## src/rtl/mem_lsu_pkg.sv

```systemverilog
// Shared definitions for the MEM-stage load/store unit.
// Holds the aluop encodings for loads and stores, the pipeline control
// encodings, the FSM state type and the bus transfer-size type.
package mem_lsu_pkg;

  localparam int          LSU_ADDR_W = 32;
  localparam logic [31:0] ZERO_WORD  = 32'h0000_0000;
  localparam logic        RST_ENABLE = 1'b1;
  localparam logic        STOP       = 1'b1;
  localparam logic        NO_STOP    = 1'b0;

  localparam logic [7:0] EXE_LB_OP  = 8'b1110_0000;
  localparam logic [7:0] EXE_LH_OP  = 8'b1110_0001;
  localparam logic [7:0] EXE_LW_OP  = 8'b1110_0011;
  localparam logic [7:0] EXE_LBU_OP = 8'b1110_0100;
  localparam logic [7:0] EXE_LHU_OP = 8'b1110_0101;
  localparam logic [7:0] EXE_SB_OP  = 8'b1110_1000;
  localparam logic [7:0] EXE_SH_OP  = 8'b1110_1001;
  localparam logic [7:0] EXE_SW_OP  = 8'b1110_1011;

  typedef enum logic [1:0] {
    LSU_IDLE = 2'd0,
    LSU_REQ  = 2'd1,
    LSU_WAIT = 2'd2,
    LSU_DONE = 2'd3
  } lsu_state_e;

  typedef enum logic [1:0] {
    SIZE_BYTE = 2'd0,
    SIZE_HALF = 2'd1,
    SIZE_WORD = 2'd2
  } lsu_size_e;

endpackage

```

## src/rtl/mem_lsu_if.sv

```systemverilog
// SRAM-like data bus between the load/store unit and memory.
// master: the LSU (drives req/wr/size/addr/wdata, receives handshakes and rdata).
// slave:  the memory side (the reverse directions).
interface mem_lsu_if;
  import mem_lsu_pkg::*;

  logic                  data_req;
  logic                  data_wr;
  logic [1:0]            data_size;
  logic [LSU_ADDR_W-1:0] data_addr;
  logic [31:0]           data_wdata;
  logic                  data_addr_ok;
  logic                  data_data_ok;
  logic [31:0]           data_rdata;

  modport master (
    output data_req, data_wr, data_size, data_addr, data_wdata,
    input  data_addr_ok, data_data_ok, data_rdata
  );

  modport slave (
    input  data_req, data_wr, data_size, data_addr, data_wdata,
    output data_addr_ok, data_data_ok, data_rdata
  );

endinterface

```

## src/rtl/mem_lsu_align.sv

```systemverilog
// Combinational decode of a load/store: transfer size, store lane replication,
// load lane select with sign/zero extension, and misalignment detection.
// Ports: aluop/addr_lo/reg2/rdata in; is_mem, is_load, size, misalign, wdata, load_data out.
module mem_lsu_align
  import mem_lsu_pkg::*;
#(
  parameter int ALUOP_W = 8
) (
  input  logic [ALUOP_W-1:0] aluop,
  input  logic [1:0]         addr_lo,
  input  logic [31:0]        reg2,
  input  logic [31:0]        rdata,
  output logic               is_mem,
  output logic               is_load,
  output logic [1:0]         size,
  output logic               misalign,
  output logic [31:0]        wdata,
  output logic [31:0]        load_data
);

  logic [7:0]  lane_b;
  logic [15:0] lane_h;

  always_comb begin
    // Little-endian lanes: byte lane = addr[1:0], half lane = addr[1].
    lane_b    = rdata[{addr_lo, 3'b000} +: 8];
    lane_h    = rdata[{addr_lo[1], 4'b0000} +: 16];
    is_mem    = 1'b1;
    is_load   = 1'b1;
    size      = SIZE_WORD;
    wdata     = reg2;
    load_data = rdata;
    case (aluop)
      EXE_LB_OP:  begin size = SIZE_BYTE; load_data = {{24{lane_b[7]}}, lane_b}; end
      EXE_LBU_OP: begin size = SIZE_BYTE; load_data = {24'h0, lane_b}; end
      EXE_LH_OP:  begin size = SIZE_HALF; load_data = {{16{lane_h[15]}}, lane_h}; end
      EXE_LHU_OP: begin size = SIZE_HALF; load_data = {16'h0, lane_h}; end
      EXE_LW_OP:  begin size = SIZE_WORD; end
      EXE_SB_OP:  begin is_load = 1'b0; size = SIZE_BYTE; wdata = {4{reg2[7:0]}}; end
      EXE_SH_OP:  begin is_load = 1'b0; size = SIZE_HALF; wdata = {2{reg2[15:0]}}; end
      EXE_SW_OP:  begin is_load = 1'b0; end
      default:    begin is_mem = 1'b0; is_load = 1'b0; end
    endcase
    misalign = is_mem & (((size == SIZE_HALF) & addr_lo[0]) |
                         ((size == SIZE_WORD) & (|addr_lo)));
  end

endmodule

```

## src/rtl/mem_lsu.sv

```systemverilog
// MEM-stage load/store unit: issues one bus access per mem instruction, holds the
// pipeline until it completes, and returns the extended load data.
// Ports: clk/resetn, EX/MEM fields, stall/flush, data bus (mem_lsu_if.master),
// mem_load_data, stallreq_mem, adel/ades.
module mem_lsu
  import mem_lsu_pkg::*;
#(
  parameter int ALUOP_W = 8,
  parameter int ADDR_W  = 32
) (
  input  logic               clk,
  input  logic               resetn,
  input  logic [ALUOP_W-1:0] mem_aluop,
  input  logic [ADDR_W-1:0]  mem_mem_addr,
  input  logic [31:0]        mem_reg2,
  input  logic [5:0]         stall,
  input  logic               flush,
  mem_lsu_if.master          bus,
  output logic [31:0]        mem_load_data,
  output logic               stallreq_mem,
  output logic               adel,
  output logic               ades
);

  lsu_state_e        state_q, state_d;
  logic              cancel_q, cancel_d;
  logic              wr_q, wr_d;
  logic [1:0]        size_q, size_d;
  logic [ADDR_W-1:0] addr_q, addr_d;
  logic [31:0]       wdata_q, wdata_d;
  logic [31:0]       load_q, load_d;

  logic        is_mem, is_load, misalign, launch, complete;
  logic [1:0]  size;
  logic [31:0] wdata, load_data;
  logic        unused_stall_bits;

  assign unused_stall_bits = ^{stall[5:4], stall[2:0]};

  mem_lsu_align #(.ALUOP_W(ALUOP_W)) u_align (
    .aluop     (mem_aluop),
    .addr_lo   (mem_mem_addr[1:0]),
    .reg2      (mem_reg2),
    .rdata     (bus.data_rdata),
    .is_mem    (is_mem),
    .is_load   (is_load),
    .size      (size),
    .misalign  (misalign),
    .wdata     (wdata),
    .load_data (load_data)
  );

  assign launch = is_mem & ~misalign & ~flush;

  always_comb begin
    state_d      = state_q;
    cancel_d     = cancel_q;
    wr_d         = wr_q;
    size_d       = size_q;
    addr_d       = addr_q;
    wdata_d      = wdata_q;
    load_d       = load_q;
    stallreq_mem = 1'b0;
    complete     = 1'b0;
    case (state_q)
      LSU_IDLE: begin
        if (launch) begin
          state_d      = LSU_REQ;
          wr_d         = ~is_load;
          size_d       = size;
          addr_d       = mem_mem_addr;
          wdata_d      = wdata;
          stallreq_mem = 1'b1;
        end
      end
      LSU_REQ: begin
        // A request once raised is never withdrawn; a flush only marks it cancelled.
        stallreq_mem = ~cancel_q;
        if (flush) cancel_d = 1'b1;
        if (bus.data_addr_ok) begin
          if (bus.data_data_ok) complete = 1'b1;
          else                  state_d  = LSU_WAIT;
        end
      end
      LSU_WAIT: begin
        stallreq_mem = ~cancel_q;
        if (flush) cancel_d = 1'b1;
        if (bus.data_data_ok) complete = 1'b1;
      end
      LSU_DONE: begin
        // Wait for the pipeline to move on so the same instruction is not reissued.
        if ((stall[3] == NO_STOP) || flush) state_d = LSU_IDLE;
      end
      default: state_d = LSU_IDLE;
    endcase

    if (complete) begin
      if (cancel_q || flush) begin
        // Cancelled response: swallow it and leave the result untouched.
        state_d  = LSU_IDLE;
        cancel_d = 1'b0;
      end else begin
        state_d = LSU_DONE;
        if (!wr_q) load_d = load_data;
      end
    end
  end

  always_ff @(posedge clk) begin
    if (resetn == RST_ENABLE) begin
      state_q  <= LSU_IDLE;
      cancel_q <= 1'b0;
      wr_q     <= 1'b0;
      size_q   <= 2'd0;
      addr_q   <= '0;
      wdata_q  <= ZERO_WORD;
      load_q   <= ZERO_WORD;
    end else begin
      state_q  <= state_d;
      cancel_q <= cancel_d;
      wr_q     <= wr_d;
      size_q   <= size_d;
      addr_q   <= addr_d;
      wdata_q  <= wdata_d;
      load_q   <= load_d;
    end
  end

  assign bus.data_req   = (state_q == LSU_REQ);
  assign bus.data_wr    = wr_q;
  assign bus.data_size  = size_q;
  assign bus.data_addr  = addr_q;
  assign bus.data_wdata = wdata_q;
  assign mem_load_data  = load_q;
  assign adel           = misalign & is_load;
  assign ades           = misalign & ~is_load;

endmodule
```

## src/flat_wrapper.sv

```systemverilog
// flat-port wrapper written by rule: the top's interface ports become plain ports
module mem_lsu_flat import mem_lsu_pkg::*;
#(
  parameter int ALUOP_W = 8,
  parameter int ADDR_W  = 32
)
  (clk, resetn, mem_aluop, mem_mem_addr, mem_reg2, stall, flush, mem_load_data, stallreq_mem, adel, ades, bus_data_req, bus_data_wr, bus_data_size, bus_data_addr, bus_data_wdata, bus_data_addr_ok, bus_data_data_ok, bus_data_rdata);
  mem_lsu_if bus_i ();
  input  logic clk;
  input  logic resetn;
  input  logic [ALUOP_W-1:0] mem_aluop;
  input  logic [ADDR_W-1:0] mem_mem_addr;
  input  logic [31:0] mem_reg2;
  input  logic [5:0] stall;
  input  logic flush;
  output logic [31:0] mem_load_data;
  output logic stallreq_mem;
  output logic adel;
  output logic ades;
  output wire logic [$bits(bus_i.data_req)-1:0] bus_data_req;
  output wire logic [$bits(bus_i.data_wr)-1:0] bus_data_wr;
  output wire logic [$bits(bus_i.data_size)-1:0] bus_data_size;
  output wire logic [$bits(bus_i.data_addr)-1:0] bus_data_addr;
  output wire logic [$bits(bus_i.data_wdata)-1:0] bus_data_wdata;
  input wire logic [$bits(bus_i.data_addr_ok)-1:0] bus_data_addr_ok;
  input wire logic [$bits(bus_i.data_data_ok)-1:0] bus_data_data_ok;
  input wire logic [$bits(bus_i.data_rdata)-1:0] bus_data_rdata;
  assign bus_data_req = bus_i.data_req;
  assign bus_data_wr = bus_i.data_wr;
  assign bus_data_size = bus_i.data_size;
  assign bus_data_addr = bus_i.data_addr;
  assign bus_data_wdata = bus_i.data_wdata;
  assign bus_i.data_addr_ok = bus_data_addr_ok;
  assign bus_i.data_data_ok = bus_data_data_ok;
  assign bus_i.data_rdata = bus_data_rdata;
  mem_lsu #(.ALUOP_W(ALUOP_W), .ADDR_W(ADDR_W)) u_core (.clk(clk), .resetn(resetn), .mem_aluop(mem_aluop), .mem_mem_addr(mem_mem_addr), .mem_reg2(mem_reg2), .stall(stall), .flush(flush), .bus(bus_i), .mem_load_data(mem_load_data), .stallreq_mem(stallreq_mem), .adel(adel), .ades(ades));
endmodule
```

## config.mk

```make
export PLATFORM = sky130hd
export DESIGN_NAME = mem_lsu_flat
export DESIGN_NICKNAME = d
export VERILOG_FILES = /design/src/rtl/mem_lsu_pkg.sv /design/src/rtl/mem_lsu_if.sv /design/src/rtl/mem_lsu_align.sv /design/src/rtl/mem_lsu.sv /design/src/flat_wrapper.sv
export SDC_FILE = /design/constraint.sdc
export NUM_CORES = 1
export LEC_CHECK = 0
export ABC_AREA = 0
export BUFFER_PORTS_ARGS = -buffer_cell sky130_fd_sc_hd__buf_4
export CORE_UTILIZATION = 30
export DETAILED_ROUTE_END_ITERATION = 10
export PLACE_DENSITY = 0.53
export SYNTH_ARGS = -nofsm -noshare
export SYNTH_HDL_FRONTEND = slang
export SYNTH_SLANG_ARGS = --single-unit
```

## constraint.sdc

```tcl
create_clock -name clk -period 3.9 [get_ports clk]
set_input_delay 0.78 -clock clk [delete_from_list [all_inputs] [get_ports clk]]
set_output_delay 0.78 -clock clk [all_outputs]
set_load 0.05 [all_outputs]
```

==> summary.txt, run 1 <==
Timing
  • Fin crit share: 0.747
  • Final Hold Vio Count: 0
  • Slew Viols, Final: 0
  • Relative slew slack: 0.224
  • Slew @ Worst Pin: roughly 1200 ps
  • Setup tns final: 0 ps
  • Setup WS post-layout: around 1000 ps
  • Max Clock Skew: 10.8 ps
  • Finish-stage setup viols: 0
  • Max Freq: about 0.34 GHz
  • RSZ-0062 raised after global routing: no
  • Final min period: between 2000 and 3000 ps

GRT
  • Maximum number of pins on one net before global-route repair: between 50 and 60
  • GRT Total Usage: 0.192
  • Vias in the first global route: between 4000 and 5000
  • First-pass GRT wire length: 24.7 mm
  • Initial antenna violation count: 0
  • GRT Residual Overflow: 0

Clock network
  • CTS root buffer: clkbuf_16
  • Num CTS Buffers: 9
  • Worst-Skew Late Latency: 350 ps
  • CTS Hold Bufs: 0
  • Clk buf depth: 2
  • CTS sink count: approximately 100
  • PostCTS Resize Cnt: 0
  • H-tree levels: 3
  • Post-CTS Setup Bufs: 0
  • TritonCTS clock tree: built
  • Clock Pin Slew Worst Setup and Hold Paths: around 70 ps

Setup path
  • Crit path depth: 6
  • CP max-delay cell: o31ai_2
  • R2R Path End: u_core.mem_load_data[0]$_SDFFE_PP0P_
  • RR Startpoint: u_core.state_q[0]$_SDFFE_PP0P_
  • Kind of critical path: input pin to primary output
  • Setup slack, reg-to-reg: between 1000 and 1500 ps
  • Worst path max stage delay: about 370 ps
  • Worst Path Required: roughly 3100 ps
  • CP delay by family, top: compound AO/OA/AOI/OAI gates
  • Reg2reg path depth: 7
  • Max FO, Critical Path: 8
  • Critical Path Source Type: input pin
  • Worst setup EP type: primary output
  • Crit path arrival time: around 2100 ps
  • Most frequent cell on the critical path: buf_4
  • Crit-path cells: buf_4, nand4b_4, o31ai_2, nand4_1, a21oi_1, buf_4
  • Buffer and inverter count on the worst path: 2

Logic synthesis
  • Synth Area per Inst: around 8.2 um2
  • Post-Synthesis Cell Area: between 4000 and 5000 um2
  • Post-synth ARST share: 0
  • Share of the synthesized area in the top cell type: 0.424
  • Cell count after synthesis: between 500 and 600
  • Post-synth EDFFs: 0
  • Synth top area cells: dfxtp_1, nand2_1, a21oi_1
  • Sequential area share after synthesis: 0.424
  • Net Count, Synth: slightly above 700
  • #FFs+latches synth: 102
  • Number of library cell types mapped by synthesis: 50
  • Ys flop type: dfxtp_1
  • Cell taking the most area after synthesis: dfxtp_1
  • Yosys Warn Count: 0

Final layout
  • Nets: between 800 and 900
  • Area Growth Syn to Fin: 41.1%
  • Antenna Cells: 0
  • Share of layout cells above drive strength 1: 0.330
  • Finished Cell Area: 6790 um2
  • Final core utilization: 0.440
  • Most frequent cells in the layout: buf_4, nand2_1, dfxtp_1
  • Commonest non-fill, non-tap cell in the layout: buf_4

Min path
  • Hold Path Stages: 2
  • Hold Path End: u_core.bus.data_size[0]$_SDFFE_PP0P_
  • HP Start: u_core.bus.data_size[0]$_SDFFE_PP0P_
  • Hold Crit Class: register to register

Placement
  • Gpl congestion: between 0.8 and 0.9
  • Port bufs: roughly 210
  • Post-DP Area: around 6500 um2
  • Pre-CTS WS: approximately 830 ps
  • Hpwl dp: approximately 12 mm

Run status
  • Status: finished, final reports clean

Floorplan
  • Die Ht: about 130 um
  • Starting Density: 0.312
  • IO Pins: approximately 220
  • FP Rows: 45
  • CORE AREA: 15400 um2
  • Die Width: roughly 130 um
  • DIE AREA: between 15000 and 20000 um2

Detailed routing
  • DR WL/cell: around 16 um
  • Initial detailed-routing violation count: between 200 and 250
  • Wirelength, routed: about 16 mm
  • Detail-routed via count per cell: ~5
  • Antenna Nets Post-Route: 0
  • Routed vias: ~5000
  • 1st-pass router iterations: 4
  • DRC errors left: 0

Power
  • PD cells: approximately 340 nW/um2
  • Total power: about 2.3 mW
  • Worst VDD drop: around 0.24 mV
  • Lkg Pwr: 2.74 nW

Flow run
  • Max Cap Violations: 0
-- logic make-up after synthesis --
| group | after synthesis | share of synthesized area |
|---|---|---|
| flip-flops | 102 | 0.424 |
| AO/OA/AOI/OAI | 165 | 0.227 |
| buffers and inverters | 58 | 0.0621 |
| adder cells (fa/ha/maj) | 4 | 0.0104 |
| multiplexers | 33 | 0.0692 |
| AND/OR/NAND/NOR | 224 | 0.207 |
-- area by class of cell --
| type | instances | area, um2 |
|---|---|---|
| Clock buffer | 9 | 225 |
| Multi-Input combinational cell | 426 | 2480 |
| Sequential cell | 102 | 2040 |
| Inverter | 10 | 37.5 |
| Timing Repair Buffer | 219 | 1660 |
| Fill cell | 1616 | 8640 |
| Clock inverter | 7 | 78.8 |
| Tap cell | 211 | 264 |
-- per-layer routing --
metal  vias up  GRT usage  part of all wire
met5         -          0                 0
met4         0     0.0727             0.016
met3        13     0.0416             0.068
met2       146      0.306              0.46
met1      2262      0.253              0.45
li1       2448          -                 -
-- state kept, by name, summed over array words and instances (netlist names) --
register               count
u_core.state_q             2
u_core.bus.data_addr      32
u_core.cancel_q            1
u_core.bus.data_wr         1
u_core.bus.data_wdata     32
u_core.mem_load_data      32
u_core.bus.data_size       2
-- report_power, final --
group	leakage (nW)	internal, mW	switching (mW)
registers	0.822	1.05	0.00849
logic	1.78	0.131	0.163
clock network	0.144	0.506	0.429
total	2.74	1.69	0.601
-- worst max path at each step --
stage	start	to	slack (ps)
after floorplan	mem_aluop[1]	stallreq_mem	490
after global placement	mem_aluop[0]	u_core.mem_load_data[24]$_SDFFE_PP0P_	940
after detailed placement	mem_aluop[4]	u_core.mem_load_data[25]$_SDFFE_PP0P_	830
after CTS	mem_aluop[4]	stallreq_mem	980
after global routing	mem_aluop[4]	stallreq_mem	820
final	mem_aluop[4]	stallreq_mem	990
-- Yosys cell counts, types with 2 or more instances --
library cell  number
nand2_1          122
mux2i_1           31
o221a_2            7
and4_1             2
o21ai_1            2
nor3_1            20
a211oi_1          42
buf_4              5
nand3_1           10
buf_1              4
a21oi_1           71
o211ai_1          10
nor2_1            49
inv_1              9
nand4_1            3
buf_2              8
o21ai_0            8
nand2b_1           5
dfxtp_1          102
mux2_2             2
a221oi_1           7
buf_6              7
ha_1               4
clkbuf_1          24
o22ai_1            7
-- per-stage QoR --
step	cells	hold slack, ps
2_1_floorplan	586	494
3_3_place_gp	968	444
3_5_place_dp	968	448
4_1_cts	984	458
5_1_grt	984	480
6_report	984	453
-- worst register-to-register path: cells and delay by family (launching register included) --
family / cells / cell delay [ps]
simple gates: 2 / 1120
compound gates: 3 / 640
buf+inv: 1 / 90
fa+ha+maj: 1 / 350
flops: 1 / 420
(Power assumes the default switching activity.)
==> inputs of run 2 (changes only) <==
--- a/config.mk
+++ b/config.mk
@@ -5,11 +5,11 @@
 export SDC_FILE = /design/constraint.sdc
 export NUM_CORES = 1
 export LEC_CHECK = 0
-export ABC_AREA = 0
+export ABC_AREA = 1
 export BUFFER_PORTS_ARGS = -buffer_cell sky130_fd_sc_hd__buf_4
 export CORE_UTILIZATION = 30
 export DETAILED_ROUTE_END_ITERATION = 10
-export PLACE_DENSITY = 0.53
+export PLACE_DENSITY = 0.54
 export SYNTH_ARGS = -nofsm -noshare
 export SYNTH_HDL_FRONTEND = slang
 export SYNTH_SLANG_ARGS = --single-unit
==> constraint.sdc (replaced) <==
create_clock -name clk -period 2.4 [get_ports clk]
set_input_delay 0.48 -clock clk [delete_from_list [all_inputs] [get_ports clk]]
set_output_delay 0.48 -clock clk [all_outputs]
set_load 0.05 [all_outputs]
==> summary.txt, run 2 <==
Timing
  • Finish-stage setup viols: 0
  • Final min period: 2240 ps
  • Relative slew slack: 0.670
  • Setup WS post-layout: around 160 ps
  • Max Clock Skew: between 5 and 6 ps
  • Max Freq: around 0.45 GHz
  • Slew Viols, Final: 0
  • Slew @ Worst Pin: roughly 500 ps
  • Final Hold Vio Count: 0
  • RSZ-0062 raised after global routing: no
  • Fin crit share: 0.932
  • Setup tns final: 0 ps

Setup path
  • Max FO, Critical Path: 9
  • Crit path arrival time: between 1500 and 2000 ps
  • Critical Path Source Type: input pin
  • Worst setup EP type: primary output
  • Kind of critical path: input pin to primary output
  • Worst Path Required: around 1900 ps

GRT
  • GRT met1 Usage: 0.241
  • GRT Total Usage: 0.196
  • GRT Residual Overflow: 0
  • Top Usage Layer GRT: met2
  • Met2 capacity usage during global routing: 0.323
  • Initial antenna violation count: 0
  • First-pass GRT wire length: roughly 27 mm
  • Met3 usage: 0.0674
  • Vias in the first global route: around 5100
  • Maximum number of pins on one net before global-route repair: 52

Clock network
  • CTS root buffer: clkbuf_16
  • CTS Hold Bufs: 0
  • Clock Pin Slew Worst Setup and Hold Paths: ~80 ps
  • PostCTS Resize Cnt: 0
  • Num CTS Buffers: 9
  • Clk buf depth: 2
  • Worst-Skew Late Latency: roughly 360 ps
  • CTS sink count: 102
  • TritonCTS clock tree: built
  • Post-CTS Setup Bufs: 0
  • H-tree levels: 3

Logic synthesis
  • #FFs+latches synth: a little over 100
  • Synth Area per Inst: slightly below 7 um2
  • Post-Synthesis Cell Area: slightly above 5000 um2
  • Ys flop type: dfxtp_1
  • Yosys Warn Count: 0
  • Post-synth ARST share: 0
  • Sequential area share after synthesis: 0.395
  • Net Count, Synth: about 870
  • Number of library cell types mapped by synthesis: 36
  • Cell taking the most area after synthesis: dfxtp_1
  • Share of the synthesized area in the top cell type: 0.395
  • Synth cell count leaders: nor2_1, o21ai_0, nand2_1
  • Synth top area cells: dfxtp_1, nor2_1, o21ai_0
  • Cell count after synthesis: ~750
  • Most frequent cell after synthesis: nor2_1
  • Post-synth EDFFs: 0

Min path
  • Hold Crit Class: input pin to register

Floorplan
  • CORE AREA: ~17000 um2
  • Die Width: 133 um
  • Starting Density: 0.309
  • FP Rows: 47
  • DIE AREA: around 18000 um2
  • IO Pins: 218
  • Die Ht: 133 um

Final layout
  • Commonest non-fill, non-tap cell in the layout: buf_4
  • Finished Cell Area: between 7000 and 8000 um2
  • Non-Filler Instances: around 1200
  • Layout fillers: around 1800
  • Most frequent cells in the layout: buf_4, nor2_1, o21ai_0
  • Antenna Cells: 0
  • Area Growth Syn to Fin: 40.4%
  • Nets: around 1100
  • Share of layout cells above drive strength 1: 0.308
  • Final core utilization: 0.434

Detailed routing
  • Detail-routed via count per cell: roughly 4.6
  • DR WL/cell: ~15 um
  • DRC errors left: 0
  • Routed vias: between 5000 and 6000
  • Initial detailed-routing violation count: roughly 330
  • Wirelength, routed: about 17 mm
  • Antenna Nets Post-Route: 0
  • 1st-pass router iterations: 5

Placement
  • Pre-CTS WS: around 140 ps
  • Gpl congestion: 0.825
  • Port bufs: about 210
  • Hpwl dp: around 13 mm
  • Post-DP Area: 6970 um2
  • Placed instance count: 1155

Power
  • Lkg Pwr: ~3.5 nW
  • Worst VDD drop: between 0.3 and 0.4 mV
  • PD cells: just under 600 nW/um2

Run status
  • Status: finished, final reports clean

Flow run
  • Max Cap Violations: 0
run 2: critical path: stages:
cell and delay [ps]:
buf_4 110, inv_2 40, nand2_1 110, nor2_8 210, nand2_4 120, nand2_2 110, nand2_2 50, nand2_2 70
nand2_1 60, nor2_1 150, buf_4 230
run 2: worst paths after layout:
path / slack, ps / cells after the start / from / to
worst min register to register: 480 / 2 / u_core.bus.data_addr[20]$_SDFFE_PP0P_ / u_core.bus.data_addr[20]$_SDFFE_PP0P_
worst min-delay path: 360 / 3 / mem_mem_addr[8] / u_core.bus.data_addr[8]$_SDFFE_PP0P_
worst max register to register: 420 / 10 / u_core.state_q[1]$_SDFFE_PP0P_ / u_core.mem_load_data[7]$_SDFFE_PP0P_
worst max-delay path: 160 / 11 / mem_aluop[4] / ades
run 2: metrics by stage:
stage | hold WS [ps] | power (mW)
2_1_floorplan | 503 | 2.48
3_3_place_gp | 464 | 2.84
3_5_place_dp | 472 | 2.84
4_1_cts | 352 | 4.31
5_1_grt | 356 | 4.49
6_report | 361 | 4.26
run 2: cells by family (layout without fill, tap and decap cells):
logic type,Yosys count,in the layout,share of synthesized area
muxes,7,7,0.0136
and+or+nand+nor,341,341,0.291
adders and majority gates,4,4,0.00969
AOI/OAI and AO/OA,192,192,0.197
DFF,102,102,0.395
buffers and inverters,106,305,0.0928
run 2: final cells by class:
class                      instances  area (um2)  share of cell area
tap                              220         275              0.0380
timing repair buffer             230        1780               0.245
clock buffer                       9         225              0.0311
clock inverter                     7        61.3             0.00845
multi-input combinational        544        2650               0.365
sequential                       102        2040               0.282
inverter                          59         224              0.0309
run 2: routing by layer:
metal | up-vias | part of all wire | wire (um)
met4 | 0 | 0.020 | 346
met2 | 165 | 0.46 | 8010
li1 | 2826 | - | -
met5 | - | 0 | 0
met3 | 21 | 0.080 | 1390
met1 | 2384 | 0.44 | 7560
run 2: report_power, final:
part / total [mW] / leakage [nW] / internal [mW] / switching [mW]
combinational: 1.01 / 2.50 / 0.391 / 0.616
clock: 1.46 / 0.141 / 0.729 / 0.732
sequential: 1.79 / 0.822 / 1.75 / 0.0416
total: 4.26 / 3.46 / 2.87 / 1.39
